## src/rtl/aw_burst_splitter.sv

```systemverilog
// Splits one AXI4 AW burst (up to 256 beats) into AXI3 sub-bursts of at most
// 2**AXI3_AW_LEN beats and hands the split bookkeeping to the B-response merger.
module aw_burst_splitter #(
  parameter int ADDR_WIDTH  = 32,
  parameter int AXI4_AW_LEN = 8,
  parameter int AXI3_AW_LEN = 4
) (
  input  logic                               ACLK,
  input  logic                               ARESETN,
  input  logic [ADDR_WIDTH-1:0]              s_awaddr,
  input  logic [AXI4_AW_LEN-1:0]             s_awlen,
  input  logic [2:0]                         s_awsize,
  input  logic [1:0]                         s_awburst,
  input  logic                               s_awvalid,
  output logic                               s_awready,
  output logic [ADDR_WIDTH-1:0]              m_awaddr,
  output logic [AXI3_AW_LEN-1:0]             m_awlen,
  output logic [2:0]                         m_awsize,
  output logic [1:0]                         m_awburst,
  output logic                               m_awvalid,
  input  logic                               m_awready,
  output logic                               load_original,
  output logic [AXI4_AW_LEN-AXI3_AW_LEN:0]   num_compl_bursts,
  output logic [AXI3_AW_LEN-1:0]             rem,
  output logic                               trans_split,
  input  logic                               b_done
);
  localparam int CW = AXI4_AW_LEN - AXI3_AW_LEN + 1;
  localparam logic [ADDR_WIDTH-1:0] SUB_BYTES = ADDR_WIDTH'(2**AXI3_AW_LEN);
  localparam logic [1:0] BURST_INCR = 2'b01;

  typedef enum logic [1:0] {IDLE, ISSUE, WAIT_B} state_t;

  state_t                  state_q, state_d;
  logic                    s_awready_q, s_awready_d;
  logic                    m_awvalid_q, m_awvalid_d;
  logic [ADDR_WIDTH-1:0]   m_awaddr_q, m_awaddr_d;
  logic [AXI3_AW_LEN-1:0]  m_awlen_q, m_awlen_d;
  logic [2:0]              m_awsize_q, m_awsize_d;
  logic [1:0]              m_awburst_q, m_awburst_d;
  logic                    load_original_q, load_original_d;
  logic [CW-1:0]           num_compl_q, num_compl_d;
  logic [AXI3_AW_LEN-1:0]  rem_q, rem_d;
  logic                    split_q, split_d;
  logic [CW-1:0]           cnt_q, cnt_d;
  logic [AXI3_AW_LEN-1:0]  len_lo_q, len_lo_d;
  logic [AXI4_AW_LEN:0]    beats;
  logic                    accept, m_hs;

  // One bit wider than awlen so that 256 beats is representable.
  assign beats  = {1'b0, s_awlen} + (AXI4_AW_LEN+1)'(1);
  assign accept = (state_q == IDLE) && s_awvalid && s_awready_q;
  assign m_hs   = m_awvalid_q && m_awready;

  always_comb begin
    state_d         = state_q;
    m_awvalid_d     = m_awvalid_q;
    m_awaddr_d      = m_awaddr_q;
    m_awlen_d       = m_awlen_q;
    m_awsize_d      = m_awsize_q;
    m_awburst_d     = m_awburst_q;
    load_original_d = 1'b0;
    num_compl_d     = num_compl_q;
    rem_d           = rem_q;
    split_d         = split_q;
    cnt_d           = cnt_q;
    len_lo_d        = len_lo_q;
    case (state_q)
      IDLE: begin
        if (accept) begin
          state_d         = ISSUE;
          m_awvalid_d     = 1'b1;
          m_awaddr_d      = s_awaddr;
          m_awsize_d      = s_awsize;
          m_awburst_d     = s_awburst;
          len_lo_d        = s_awlen[AXI3_AW_LEN-1:0];
          split_d         = |s_awlen[AXI4_AW_LEN-1:AXI3_AW_LEN];
          m_awlen_d       = split_d ? '1 : s_awlen[AXI3_AW_LEN-1:0];
          cnt_d           = {1'b0, s_awlen[AXI4_AW_LEN-1:AXI3_AW_LEN]} + CW'(1);
          num_compl_d     = beats[AXI4_AW_LEN:AXI3_AW_LEN];
          rem_d           = beats[AXI3_AW_LEN-1:0];
          load_original_d = 1'b1;
        end
      end
      ISSUE: begin
        if (m_hs) begin
          if (cnt_q == CW'(1)) begin
            m_awvalid_d = 1'b0;
            state_d     = WAIT_B;
          end else begin
            cnt_d = cnt_q - CW'(1);
            // FIXED keeps its address; WRAP never reaches here (<= 16 beats).
            if (m_awburst_q == BURST_INCR)
              m_awaddr_d = m_awaddr_q + (SUB_BYTES << m_awsize_q);
            m_awlen_d = (cnt_q == CW'(2)) ? len_lo_q : '1;
          end
        end
      end
      WAIT_B: begin
        if (b_done) state_d = IDLE;
      end
      default: state_d = IDLE;
    endcase
    s_awready_d = (state_d == IDLE);
  end

  always_ff @(posedge ACLK or negedge ARESETN) begin
    if (!ARESETN) begin
      state_q         <= IDLE;
      s_awready_q     <= 1'b0;
      m_awvalid_q     <= 1'b0;
      m_awaddr_q      <= '0;
      m_awlen_q       <= '0;
      m_awsize_q      <= '0;
      m_awburst_q     <= '0;
      load_original_q <= 1'b0;
      num_compl_q     <= '0;
      rem_q           <= '0;
      split_q         <= 1'b0;
      cnt_q           <= '0;
      len_lo_q        <= '0;
    end else begin
      state_q         <= state_d;
      s_awready_q     <= s_awready_d;
      m_awvalid_q     <= m_awvalid_d;
      m_awaddr_q      <= m_awaddr_d;
      m_awlen_q       <= m_awlen_d;
      m_awsize_q      <= m_awsize_d;
      m_awburst_q     <= m_awburst_d;
      load_original_q <= load_original_d;
      num_compl_q     <= num_compl_d;
      rem_q           <= rem_d;
      split_q         <= split_d;
      cnt_q           <= cnt_d;
      len_lo_q        <= len_lo_d;
    end
  end

  assign s_awready        = s_awready_q;
  assign m_awvalid        = m_awvalid_q;
  assign m_awaddr         = m_awaddr_q;
  assign m_awlen          = m_awlen_q;
  assign m_awsize         = m_awsize_q;
  assign m_awburst        = m_awburst_q;
  assign load_original    = load_original_q;
  assign num_compl_bursts = num_compl_q;
  assign rem              = rem_q;
  assign trans_split      = split_q;
endmodule
```

## config.mk

```make
export PLATFORM = sky130hd
export DESIGN_NAME = aw_burst_splitter
export DESIGN_NICKNAME = d
export VERILOG_FILES = /design/src/rtl/aw_burst_splitter.sv
export SDC_FILE = /design/constraint.sdc
export NUM_CORES = 1
export LEC_CHECK = 0
export ABC_AREA = 1
export CAP_MARGIN = 20
export CELL_PAD_IN_SITES_DETAIL_PLACEMENT = 0
export CELL_PAD_IN_SITES_GLOBAL_PLACEMENT = 1
export CORE_MARGIN = 2
export CORE_UTILIZATION = 32
export DETAILED_ROUTE_END_ITERATION = 16
export GPL_ROUTABILITY_DRIVEN = 0
export PLACE_DENSITY_LB_ADDON = 0.1
export SLEW_MARGIN = 20
export SYNTH_ARGS = -nofsm -noshare
export SYNTH_HDL_FRONTEND = slang
export SYNTH_SLANG_ARGS = --single-unit
```

## constraint.sdc

```tcl
create_clock -name ACLK -period 2 [get_ports ACLK]
set_input_delay 0.3 -clock ACLK [delete_from_list [all_inputs] [get_ports ACLK]]
set_output_delay 0.3 -clock ACLK [all_outputs]
set_load 0.05 [all_outputs]
```

==> impl_results.md <==
* CP Launch Type: register
* CP peak stage delay at about 0.42 ns
* Pint at 0.003599 W
* CTS tree: yes
* Slew HR at roughly 65%
* Dpl hpwl at 9870 um
* Setup WS post-layout at -0.1767 ns
* Synth top area cells: dfrtp_1, nand2_1, nand3_1
* Clock Sinks at 65
* Ys flop type: dfrtp_1
* Hold Crit Class: register to register
* Grt total ovfl at 0
* Most common cell after layout, fill and taps aside: nand2_1
* Cell taking the most area after synthesis: dfrtp_1
* FF+latch count, synth at 65
* Fin Hold WS at 0.4795 ns
* Vias in the first global route at 4,756
* Core Box Area at between 10,000 and 15,000 um2
* Sequential area share after synthesis at 37.83%
* Post-route ant nets at 0
* Bufs on Longest Clock Path at 2
* Drt pass-1 iters at 7
* Final setup vio count at 20
* Slowest stage cell, crit path: dfrtp_2
* VDD IR-drop max at 0.0007057 V
* Max-Cap Viols at 0
* Sequential power share at 30.6%
* Clock power share at 26.9%
* Die W at between 100 and 150 um
* Cell Rows at 42
* Via count at 4,654
* Crit path capture type: register
* # nets final at 866
* Starting density of the core at between 30% and 40%
* Clock transition at the registers of the reported paths at 0.06 ns
* Commonest non-fill, non-tap cells in the layout: nand2_1, clkdlybuf4s50_1, inv_1, nor2_1, dfrtp_1
* CP Cell Sequence: buf_6 -> nor3_4 -> ha_2 -> inv_2 -> fa_2 -> inv_2 -> nand3_2 -> nand3_2 -> nand2_2 -> nand2_4 -> nand3_2 -> nand2_1 -> nand3_1 -> nand2_1 -> nand2_1
* Insertion delay to the later sink of the worst-skew pair at 0.35 ns
* Post-synthesis instance total at 642
* Clock Tree Root: clkbuf_16
* Post-Syn Area per Cell at 6.696 um2
* Pre-CTS WS at -0.2584 ns
* Syn Std Cell Area at between 4000 and 5000 um2
* Skew final at 0.009806 ns
* Residual DRC at 0
* RSZ-0062 raised after global routing: true
* Fmax achieved at 459.4 MHz
* Largest net degree at the start of global routing at 66
* Diodes inserted at 0
* Critical path arrival at 2.41 ns
* Worst slew pin tran at 0.5294 ns
* Die Ht at 119.9 um
* Failing checks: negative setup slack
* Final hold vios at 0
* First-pass GRT wire length at approximately 23,000 um
* Initial antenna violation count at 0
* PortBufs at 103
* CTS H-tree depth at 3
* Synth unique cells at 37
* CP Class: register to register
* Minimum clock period at 2.177 ns
* Power Density at 948.3 nW/um2
* DRT iter0 DRCs at 205
* Avg WL per Cell at 14.30 um
* Sw power at 0.002692 W
* Drt via density at 4.739
* Post-synth EDFFs at 0
* Power share of the combinational group at between 40% and 50%
* Gr usage total at just over 20%
* Final Util at 50.29%
* Outcome: finished with violations
* Ys Warns at 0
* Post-Syn Nets at 707
* Sw Share at 42.79%
* Static leakage at 3.332 nW
* Die ar. at around 14,000 um2
* Top cell type's share of synthesized area at 37.83%
* Layout cells sized above 1 at 20.47%
* Worst EP required at 2.23 ns
* Final slew viol count at 0
* Tcrit/Tclk final at 108.8%
* Num ports at 104
* Worst R2R Setup Slack at -0.18 ns
* Critical path peak fanout at 7
* Post-synth ARST share at 100.0%
* Num CTS Buffers at 9
* Total Wirelength at 14,050 um
* Area grow syn2layout at 54.31%
==> synth_stat cells, types with 9 or more instances <==
cell       n
nand2_1  237
inv_1     72
nor2_1    71
dfrtp_1   65
nand3_1   59
o21ai_0   29
ha_1      14
nor3_1    14
a21oi_1    9
==> layer usage <==
layer	wire, um	global-route usage [%]	up-vias
met5	0	0	-
met4	237	7.206	0
met3	669	4.278	18
met2	6955	35.37	101
met1	6183	24.82	2165
li1	-	-	2370
==> worst paths after layout <==
| path | start | end | cells past startpoint |
|---|---|---|---|
| worst min-delay path | rem[1]$_DFFE_PN0P_ | rem[1]$_DFFE_PN0P_ | 2 |
| worst min register to register | rem[1]$_DFFE_PN0P_ | rem[1]$_DFFE_PN0P_ | 2 |
| min in group asynchronous | ARESETN | m_awaddr[8]$_DFFE_PN0P_ | 3 |
| worst max register to register | m_awsize[1]$_DFFE_PN0P_ | m_awaddr[24]$_DFFE_PN0P_ | 15 |
| worst max-delay path | m_awsize[1]$_DFFE_PN0P_ | m_awaddr[24]$_DFFE_PN0P_ | 15 |
| max in group asynchronous | ARESETN | m_awaddr[30]$_DFFE_PN0P_ | 3 |
==> critical path, delay by kind of cell, from the launching register on <==
family	cells	cell delay (ns)
adder cells (fa/ha/maj)	2	0.56
buffers and inverters	3	0.27
flip-flops	1	0.42
AND/OR/NAND/NOR	10	0.82
==> cells by family (layout without fill, tap and decap cells) <==
kind of cell    after synthesis  in the layout  share of synthesized area [%]
compound gates               64             64                          8.353
xor+xnor                     10             10                          2.037
fa+ha+maj                    15             15                          4.540
buf+inv                      91            255                          8.411
flops                        65             65                          37.83
simple gates                397            397                          38.82
==> power by group through the flow <==
stage	Clock, W	Combinational (W)	Sequential, W
2_1_floorplan	0	0.000831	0.00261
4_1_cts	0.00174	0.00261	0.00191
6_report	0.00169	0.00268	0.00192
3_3_place_gp	0	0.00248	0.00193
3_5_place_dp	0	0.00251	0.00192
5_1_grt	0.00179	0.00289	0.00197
==> area by class of cell <==
| type | count | area (um2) |
|---|---|---|
| Clock buffer | 9 | 225.2 |
| Clock inverter | 7 | 83.83 |
| Fill cell | 1276 | 6556 |
| Inverter | 76 | 292.8 |
| Multi-Input combinational cell | 486 | 2681 |
| Sequential cell | 65 | 1630 |
| Tap cell | 176 | 220.2 |
| Timing Repair Buffer | 163 | 1500 |
==> through the flow <==
step / setup TNS (ns) / std cells / area [um2] / total power, W
floorplan: -0.6794 / 642 / 4345 / 0.003438
global placement: -2.644 / 951 / 5861 / 0.004405
detailed placement: -3.350 / 951 / 5861 / 0.004435
CTS: -1.557 / 975 / 6432 / 0.006269
global route: -5.722 / 982 / 6634 / 0.006644
finish: -2.165 / 982 / 6634 / 0.006291
==> what timing repair did <==
item | 4_1_cts | 5_1_grt
pin swaps | 14 | 9
endpoints found under the setup margin | 26 | 28
setup buffers | 7 | 7
hold endpoints to repair | 22 | 0
gates resized for setup | 60 | 34
hold buffers | 1 | 0
==> registers in the layout, summed over array words and instances (netlist names) <==
| name | cells |
|---|---|
| len_lo_q | 4 |
| rem | 4 |
| m_awburst | 2 |
| trans_split | 1 |
| num_compl_bursts | 5 |
| m_awsize | 3 |
| m_awlen | 4 |
| m_awaddr | 32 |
| s_awready | 1 |
| cnt_q | 5 |
| load_original | 1 |
| state_q | 2 |
| m_awvalid | 1 |
(Power assumes the default switching activity.)
